[src/rtl/polling_os_scheduler.sv]
// LTSSM Polling training-set sequencer: issues TS1/TS2 requests to the TX framer,
// tracks per-lane consecutive RX ordered sets and flags Polling.Active/Configuration exit.
module polling_os_scheduler #(
    parameter int unsigned NUM_LANES     = 4,
    parameter int unsigned ACTIVE_TX_MIN = 1024,
    parameter int unsigned RX_CONSEC     = 8,
    parameter int unsigned CFG_TX_AFTER  = 16
) (
    input  logic                 clk_i,
    input  logic                 rst_i,
    input  logic                 enable_i,
    input  logic                 phase_cfg_i,
    input  logic [NUM_LANES-1:0] lanes_active_i,
    output logic                 os_tx_req_o,
    output logic                 os_tx_type_o,
    input  logic                 os_tx_ack_i,
    input  logic [NUM_LANES-1:0] rx_os_valid_i,
    input  logic [NUM_LANES-1:0] rx_os_type_i,
    input  logic [NUM_LANES-1:0] rx_os_err_i,
    output logic                 active_done_o,
    output logic                 config_done_o
);

    localparam int unsigned TXW = $clog2(ACTIVE_TX_MIN + 1);
    localparam int unsigned RXW = $clog2(RX_CONSEC + 1);
    localparam int unsigned CFW = $clog2(CFG_TX_AFTER + 1);

    typedef enum logic [1:0] {IDLE, TX_TS1, TX_TS2} state_e;

    state_e                        state_q, state_d;
    logic [TXW-1:0]                tx_cnt_q, tx_cnt_d;
    logic [NUM_LANES-1:0][RXW-1:0] rx_cnt_q, rx_cnt_d;
    logic [CFW-1:0]                cfg_cnt_q, cfg_cnt_d;
    logic                          ts2_seen_q, ts2_seen_d;
    logic                          req_q, req_d;
    logic                          type_q, type_d;
    logic                          act_done_q, act_done_d;
    logic                          cfg_done_q, cfg_done_d;
    logic                          tx_fire;
    logic                          ts2_hit;
    logic                          rx_lock;

    assign tx_fire = req_q & os_tx_ack_i;

    always_ff @(posedge clk_i or posedge rst_i) begin
        if (rst_i) begin
            state_q    <= IDLE;
            tx_cnt_q   <= '0;
            rx_cnt_q   <= '0;
            cfg_cnt_q  <= '0;
            ts2_seen_q <= 1'b0;
            req_q      <= 1'b0;
            type_q     <= 1'b0;
            act_done_q <= 1'b0;
            cfg_done_q <= 1'b0;
        end else begin
            state_q    <= state_d;
            tx_cnt_q   <= tx_cnt_d;
            rx_cnt_q   <= rx_cnt_d;
            cfg_cnt_q  <= cfg_cnt_d;
            ts2_seen_q <= ts2_seen_d;
            req_q      <= req_d;
            type_q     <= type_d;
            act_done_q <= act_done_d;
            cfg_done_q <= cfg_done_d;
        end
    end

    always_comb begin
        state_d = state_q;
        if (!enable_i) begin
            state_d = IDLE;
        end else begin
            case (state_q)
                IDLE:    state_d = phase_cfg_i ? TX_TS2 : TX_TS1;
                TX_TS1:  if (phase_cfg_i) state_d = TX_TS2;
                default: state_d = state_q;
            endcase
        end
    end

    always_comb begin
        tx_cnt_d   = tx_cnt_q;
        rx_cnt_d   = rx_cnt_q;
        cfg_cnt_d  = cfg_cnt_q;
        ts2_seen_d = ts2_seen_q;
        ts2_hit    = 1'b0;

        if (state_q == TX_TS1 && tx_fire && tx_cnt_q != TXW'(ACTIVE_TX_MIN))
            tx_cnt_d = tx_cnt_q + TXW'(1);

        // Error beats valid; in Configuration a TS1 breaks the consecutive TS2 run.
        if (state_q != IDLE) begin
            for (int unsigned l = 0; l < NUM_LANES; l++) begin
                if (!lanes_active_i[l] || rx_os_err_i[l]) begin
                    rx_cnt_d[l] = '0;
                end else if (rx_os_valid_i[l]) begin
                    if (state_q == TX_TS2 && !rx_os_type_i[l])
                        rx_cnt_d[l] = '0;
                    else if (rx_cnt_q[l] != RXW'(RX_CONSEC))
                        rx_cnt_d[l] = rx_cnt_q[l] + RXW'(1);
                    if (state_q == TX_TS2 && rx_os_type_i[l])
                        ts2_hit = 1'b1;
                end
            end
        end

        if (state_q == TX_TS2) begin
            ts2_seen_d = ts2_seen_q | ts2_hit;
            if (tx_fire && ts2_seen_d && cfg_cnt_q != CFW'(CFG_TX_AFTER))
                cfg_cnt_d = cfg_cnt_q + CFW'(1);
        end

        if (state_q == TX_TS1 && state_d == TX_TS2) begin
            rx_cnt_d   = '0;
            cfg_cnt_d  = '0;
            ts2_seen_d = 1'b0;
        end

        if (!enable_i) begin
            tx_cnt_d   = '0;
            rx_cnt_d   = '0;
            cfg_cnt_d  = '0;
            ts2_seen_d = 1'b0;
        end
    end

    always_comb begin
        rx_lock = |lanes_active_i;
        for (int unsigned l = 0; l < NUM_LANES; l++) begin
            if (lanes_active_i[l] && rx_cnt_d[l] != RXW'(RX_CONSEC))
                rx_lock = 1'b0;
        end
        req_d      = (state_d != IDLE);
        type_d     = (state_d == TX_TS2);
        act_done_d = (state_d == TX_TS1) && (tx_cnt_d == TXW'(ACTIVE_TX_MIN)) && rx_lock;
        cfg_done_d = (state_d == TX_TS2) && (cfg_cnt_d == CFW'(CFG_TX_AFTER)) && rx_lock;
    end

    assign os_tx_req_o   = req_q;
    assign os_tx_type_o  = type_q;
    assign active_done_o = act_done_q;
    assign config_done_o = cfg_done_q;

endmodule

[config.mk]
export PLATFORM = sky130hd
export DESIGN_NAME = polling_os_scheduler
export DESIGN_NICKNAME = d
export VERILOG_FILES = /design/src/rtl/polling_os_scheduler.sv
export SDC_FILE = /design/constraint.sdc
export NUM_CORES = 1
export LEC_CHECK = 0
export ABC_CLOCK_PERIOD_IN_PS = 2800
export CAP_MARGIN = 20
export CORE_ASPECT_RATIO = 0.7
export CORE_MARGIN = 2
export CORE_UTILIZATION = 59
export CTS_BUF_LIST = sky130_fd_sc_hd__clkbuf_2
export CTS_CLUSTER_SIZE = 30
export DETAILED_ROUTE_END_ITERATION = 7
export GPL_TIMING_DRIVEN = 0
export PLACE_DENSITY = 0.85
export SLEW_MARGIN = 20
export SYNTH_ARGS = -nofsm -noshare
export SYNTH_HDL_FRONTEND = slang
export SYNTH_SLANG_ARGS = --single-unit
[constraint.sdc]
create_clock -name clk_i -period 2.8 [get_ports clk_i]
set_input_delay 0.42 -clock clk_i [delete_from_list [all_inputs] [get_ports clk_i]]
set_output_delay 0.42 -clock clk_i [all_outputs]
set_load 0.01 [all_outputs]
==> Implementation_results.wiki <==
{| class="wikitable"
! Metric !! Value
|-
| Placement row count || 19
|-
| MaxCap Viol Count || 0
|-
| Summed instance area of the synthesized netlist || 2480 um2
|-
| Fraction of synthesized cell area taken by the top area cell type || 39.4%
|-
| Most area-consuming cells after synthesis || sky130_fd_sc_hd__dfrtp_1, sky130_fd_sc_hd__ha_1, sky130_fd_sc_hd__nor2_1
|-
| Post-synth EDFFs || 0
|-
| Beginning of the worst register-to-register path || state_q[1]
|-
| Vias per cell || 5.86
|-
| PnR Total Power || 1.01 mW
|-
| Number of filler cells placed in the layout || 296
|-
| Core Box Area || 3970 um2
|-
| Yosys warns || 0
|-
| Count of input and output buffers || 24
|-
| Final setup violation count || 0
|-
| Setup crit end kind || flip-flop
|-
| Power spent charging and discharging nets || 0.296 mW
|-
| Highest attainable clock frequency || 0.372 GHz
|-
| Reg-to-reg endpoint || config_done_o
|-
| Count of state elements after synthesis || 39
|-
| Count of pins over their slew limit || 0
|-
| DP HPWL || 4.07 mm
|-
| Maximum number of pins on one net before global-route repair || 35
|-
| Num CTS Buffers || 5
|-
| Max clock buf depth || 2
|-
| Final worst clock skew || 21.9 ps
|-
| Fraction of registers with async set/reset || 100%
|-
| Count of mapped cells out of synthesis || 278
|-
| Final core occ || 71.6%
|-
| Proportion of power drawn by combinational gates || 17.0%
|-
| Switching share of total power || 29.2%
|-
| Post-route worst setup slack || 109 ps
|-
| Synth Flop Type || sky130_fd_sc_hd__dfrtp_1
|-
| Type of element launching the critical path || flip-flop
|-
| Number of vias after detailed routing || 2127
|-
| Clock root cell || sky130_fd_sc_hd__clkbuf_2
|-
| Seq pwr share || 57.5%
|-
| Global placer's final weighted congestion || 0.929
|-
| Setup repair after global routing missed its margin || false
|-
| Slack of the worst reg-to-reg path || 110 ps
|-
| DRC violations left || 0
|-
| Area growth from synthesis to layout || 14.8%
|-
| Worst slew margin || 54.4%
|-
| Number of sinks driven by the clock tree || 39
|-
| Number of primary I/O pins || 25
|-
| Cell-by-cell listing of the critical path || buf_2, nor3b_1, o31ai_1, a21oi_1, a41oi_1, a2111oi_2, and4_1
|-
| Tightest Pin Transition || 683 ps
|-
| Maximum vdd ir drop || 0.313 mV
|-
| Top cells by instance count after synthesis || sky130_fd_sc_hd__dfrtp_1, sky130_fd_sc_hd__nor2_1, sky130_fd_sc_hd__nand2_1
|-
| Remaining antenna violation count || 0
|-
| Worst Setup Slack post-DPL || -375 ps
|-
| Cell-internal power || 0.717 mW
|-
| Post-cts hold buffer count || 0
|-
| Post-synthesis sequential area ratio || 39.4%
|-
| Die Span X || 81.4 um
|-
| Global-route total usage across every layer || 24.0%
|-
| Run status || finished clean
|-
| Critical setup path kind || reg -> reg
|-
| Endpoint arrival time on the critical path || 3040 ps
|-
| Drt first-iter violations || 187
|-
| Count of cells along the worst register-to-register path || 7
|-
| Minimum clock period after layout || 2690 ps
|-
| Antenna violations before repair || 0
|-
| Clock-pin slew on the worst setup and hold paths || 200 ps
|-
| Vert. Die Dim || 58.2 um
|-
| Total wire length after detailed routing || 5.29 mm
|-
| Clock group share of total power || 25.5%
|-
| Worst Path Max Fanout || 10
|-
| Cell Pwr Density || 356 nW/um2
|-
| Cell type contributing the most total cell area after synthesis || sky130_fd_sc_hd__dfrtp_1
|-
| Antenna cells || 0
|-
| CP peak stage delay || 600 ps
|-
| Area of the die || 4740 um2
|-
| Via count of the first global-routing pass || 1846
|-
| Cell type of the slowest stage on the worst timing path || sky130_fd_sc_hd__nor3b_1
|-
| Net total in the final layout || 343
|-
| First drt pass iteration count || 6
|-
| Average wire per standard cell || 14.6 um
|-
| Maximum level of the CTS H-tree || 2
|-
| Hold Path Class || in -> async
|-
| Synthesized netlist net count || 311
|-
| Global route total overflow || 0
|-
| Insertion delay of the later-clocked pin in the worst-skew pair || 410 ps
|-
| Clock tree from TritonCTS || yes
|-
| Final hold viol count || 0
|-
| Fraction of layout instances using a drive strength above 1 || 6.11%
|-
| Leakage power figure || 1.19 nW
|-
| Crit path required time || 3150 ps
|-
| Starting density of the core || 62.4%
|-
| Period Utilization, post-route || 96.1%
|-
| Post-synth cell types || 50
|-
| Average cell area after synthesis || 8.91 um2
|-
| Wire length of the first global-routing pass || 8.60 mm
|}
==> layer usage <==
metal,global-route usage (%),vias up,wire length (um)
met5,0,-,0
met4,7.75,0,52
met2,35.2,74,2370
li1,-,1039,-
met3,5.30,8,312
met1,35.5,1006,2550
==> metrics by stage <==
stage | hold slack [ps] | cell area (um2) | setup TNS [ps] | cells
final | 190 | 2840 | 0 | 363
after global routing | 173 | 2840 | 0 | 363
after CTS | 188 | 2840 | 0 | 363
after detailed placement | 497 | 2800 | -738 | 355
after global placement | 477 | 2780 | -756 | 354
after floorplan | 463 | 2480 | 0 | 278
==> how the worst max path moves through the flow <==
| stage | startpoint | to | slack [ps] |
|---|---|---|---|
| 3_3_place_gp | phase_cfg_i | config_done_o | -390 |
| 2_1_floorplan | state_q[1] | active_done_o | 610 |
| 4_1_cts | phase_cfg_i | config_done_o | 60 |
| 6_report | state_q[1] | config_done_o | 110 |
| 5_1_grt | state_q[1] | active_done_o | 20 |
| 3_5_place_dp | phase_cfg_i | config_done_o | -370 |
==> power by group through the flow <==
stage | sequential, mW | combinational [mW] | clock (mW)
detailed placement | 0.592 | 0.171 | 0
global placement | 0.591 | 0.164 | 0
floorplan | 0.591 | 0.101 | 0
global route | 0.584 | 0.190 | 0.284
CTS | 0.582 | 0.171 | 0.264
finish | 0.582 | 0.173 | 0.258
==> repair_timing <==
| action | 4_1_cts | 5_1_grt |
|---|---|---|
| buffers inserted | 0 | 0 |
| endpoints found under the setup margin | 0 | 2 |
| resized for setup | 0 | 1 |
==> cells in the final DEF (no fill, tap or decap), drive strengths merged, types with 5 or more instances in the layout <==
cell type / instances
and2: 6
a31oi: 5
dfrtp: 39
nor3: 5
clkdlybuf4s50: 24
nor2: 39
nand4: 7
inv: 18
nand2: 20
xnor2: 13
nand4b: 6
clkbuf: 11
nand3: 8
nor2b: 11
nand2b: 6
mux2i: 5
o21ai: 16
ha: 12
a21oi: 11
xor2: 6
==> worst max-delay path: cells and delay by family (launching register included) <==
kind,cells,cell delay [ps]
flops,1,420
buf+inv,1,220
compound gates,4,1130
simple gates,2,870
==> state kept, by name, indices dropped and copies added, names as in the netlist <==
| name | count |
|---|---|
| config_done_o | 1 |
| rx_cnt_q | 16 |
| active_done_o | 1 |
| state_q | 2 |
| tx_cnt_q | 11 |
| ts2_seen_q | 1 |
| os_tx_type_o | 1 |
| cfg_cnt_q | 5 |
| os_tx_req_o | 1 |
==> kinds of logic after synthesis <==
group           share of synthesized area, %
compound gates                          12.0
xor+xnor                                6.72
fa+ha+maj                               6.47
buf+inv                                 4.19
flops                                   39.4
mux                                     2.48
simple gates                            28.7
==> layout make-up <==
class                   instances  area (um2)  area share (%)
clock inverters                 1        5.00           0.176
multi-input cells             214        1400            49.1
well taps                      52        65.1            2.29
flip-flops and latches         39         976            34.3
plain buffers                   7        36.3            1.28
inverters                      18        67.6            2.38
repair buffers                 25         260            9.16
clock buffers                   7        35.0            1.23
No activity file was read; power rests on OpenSTA's default activity.
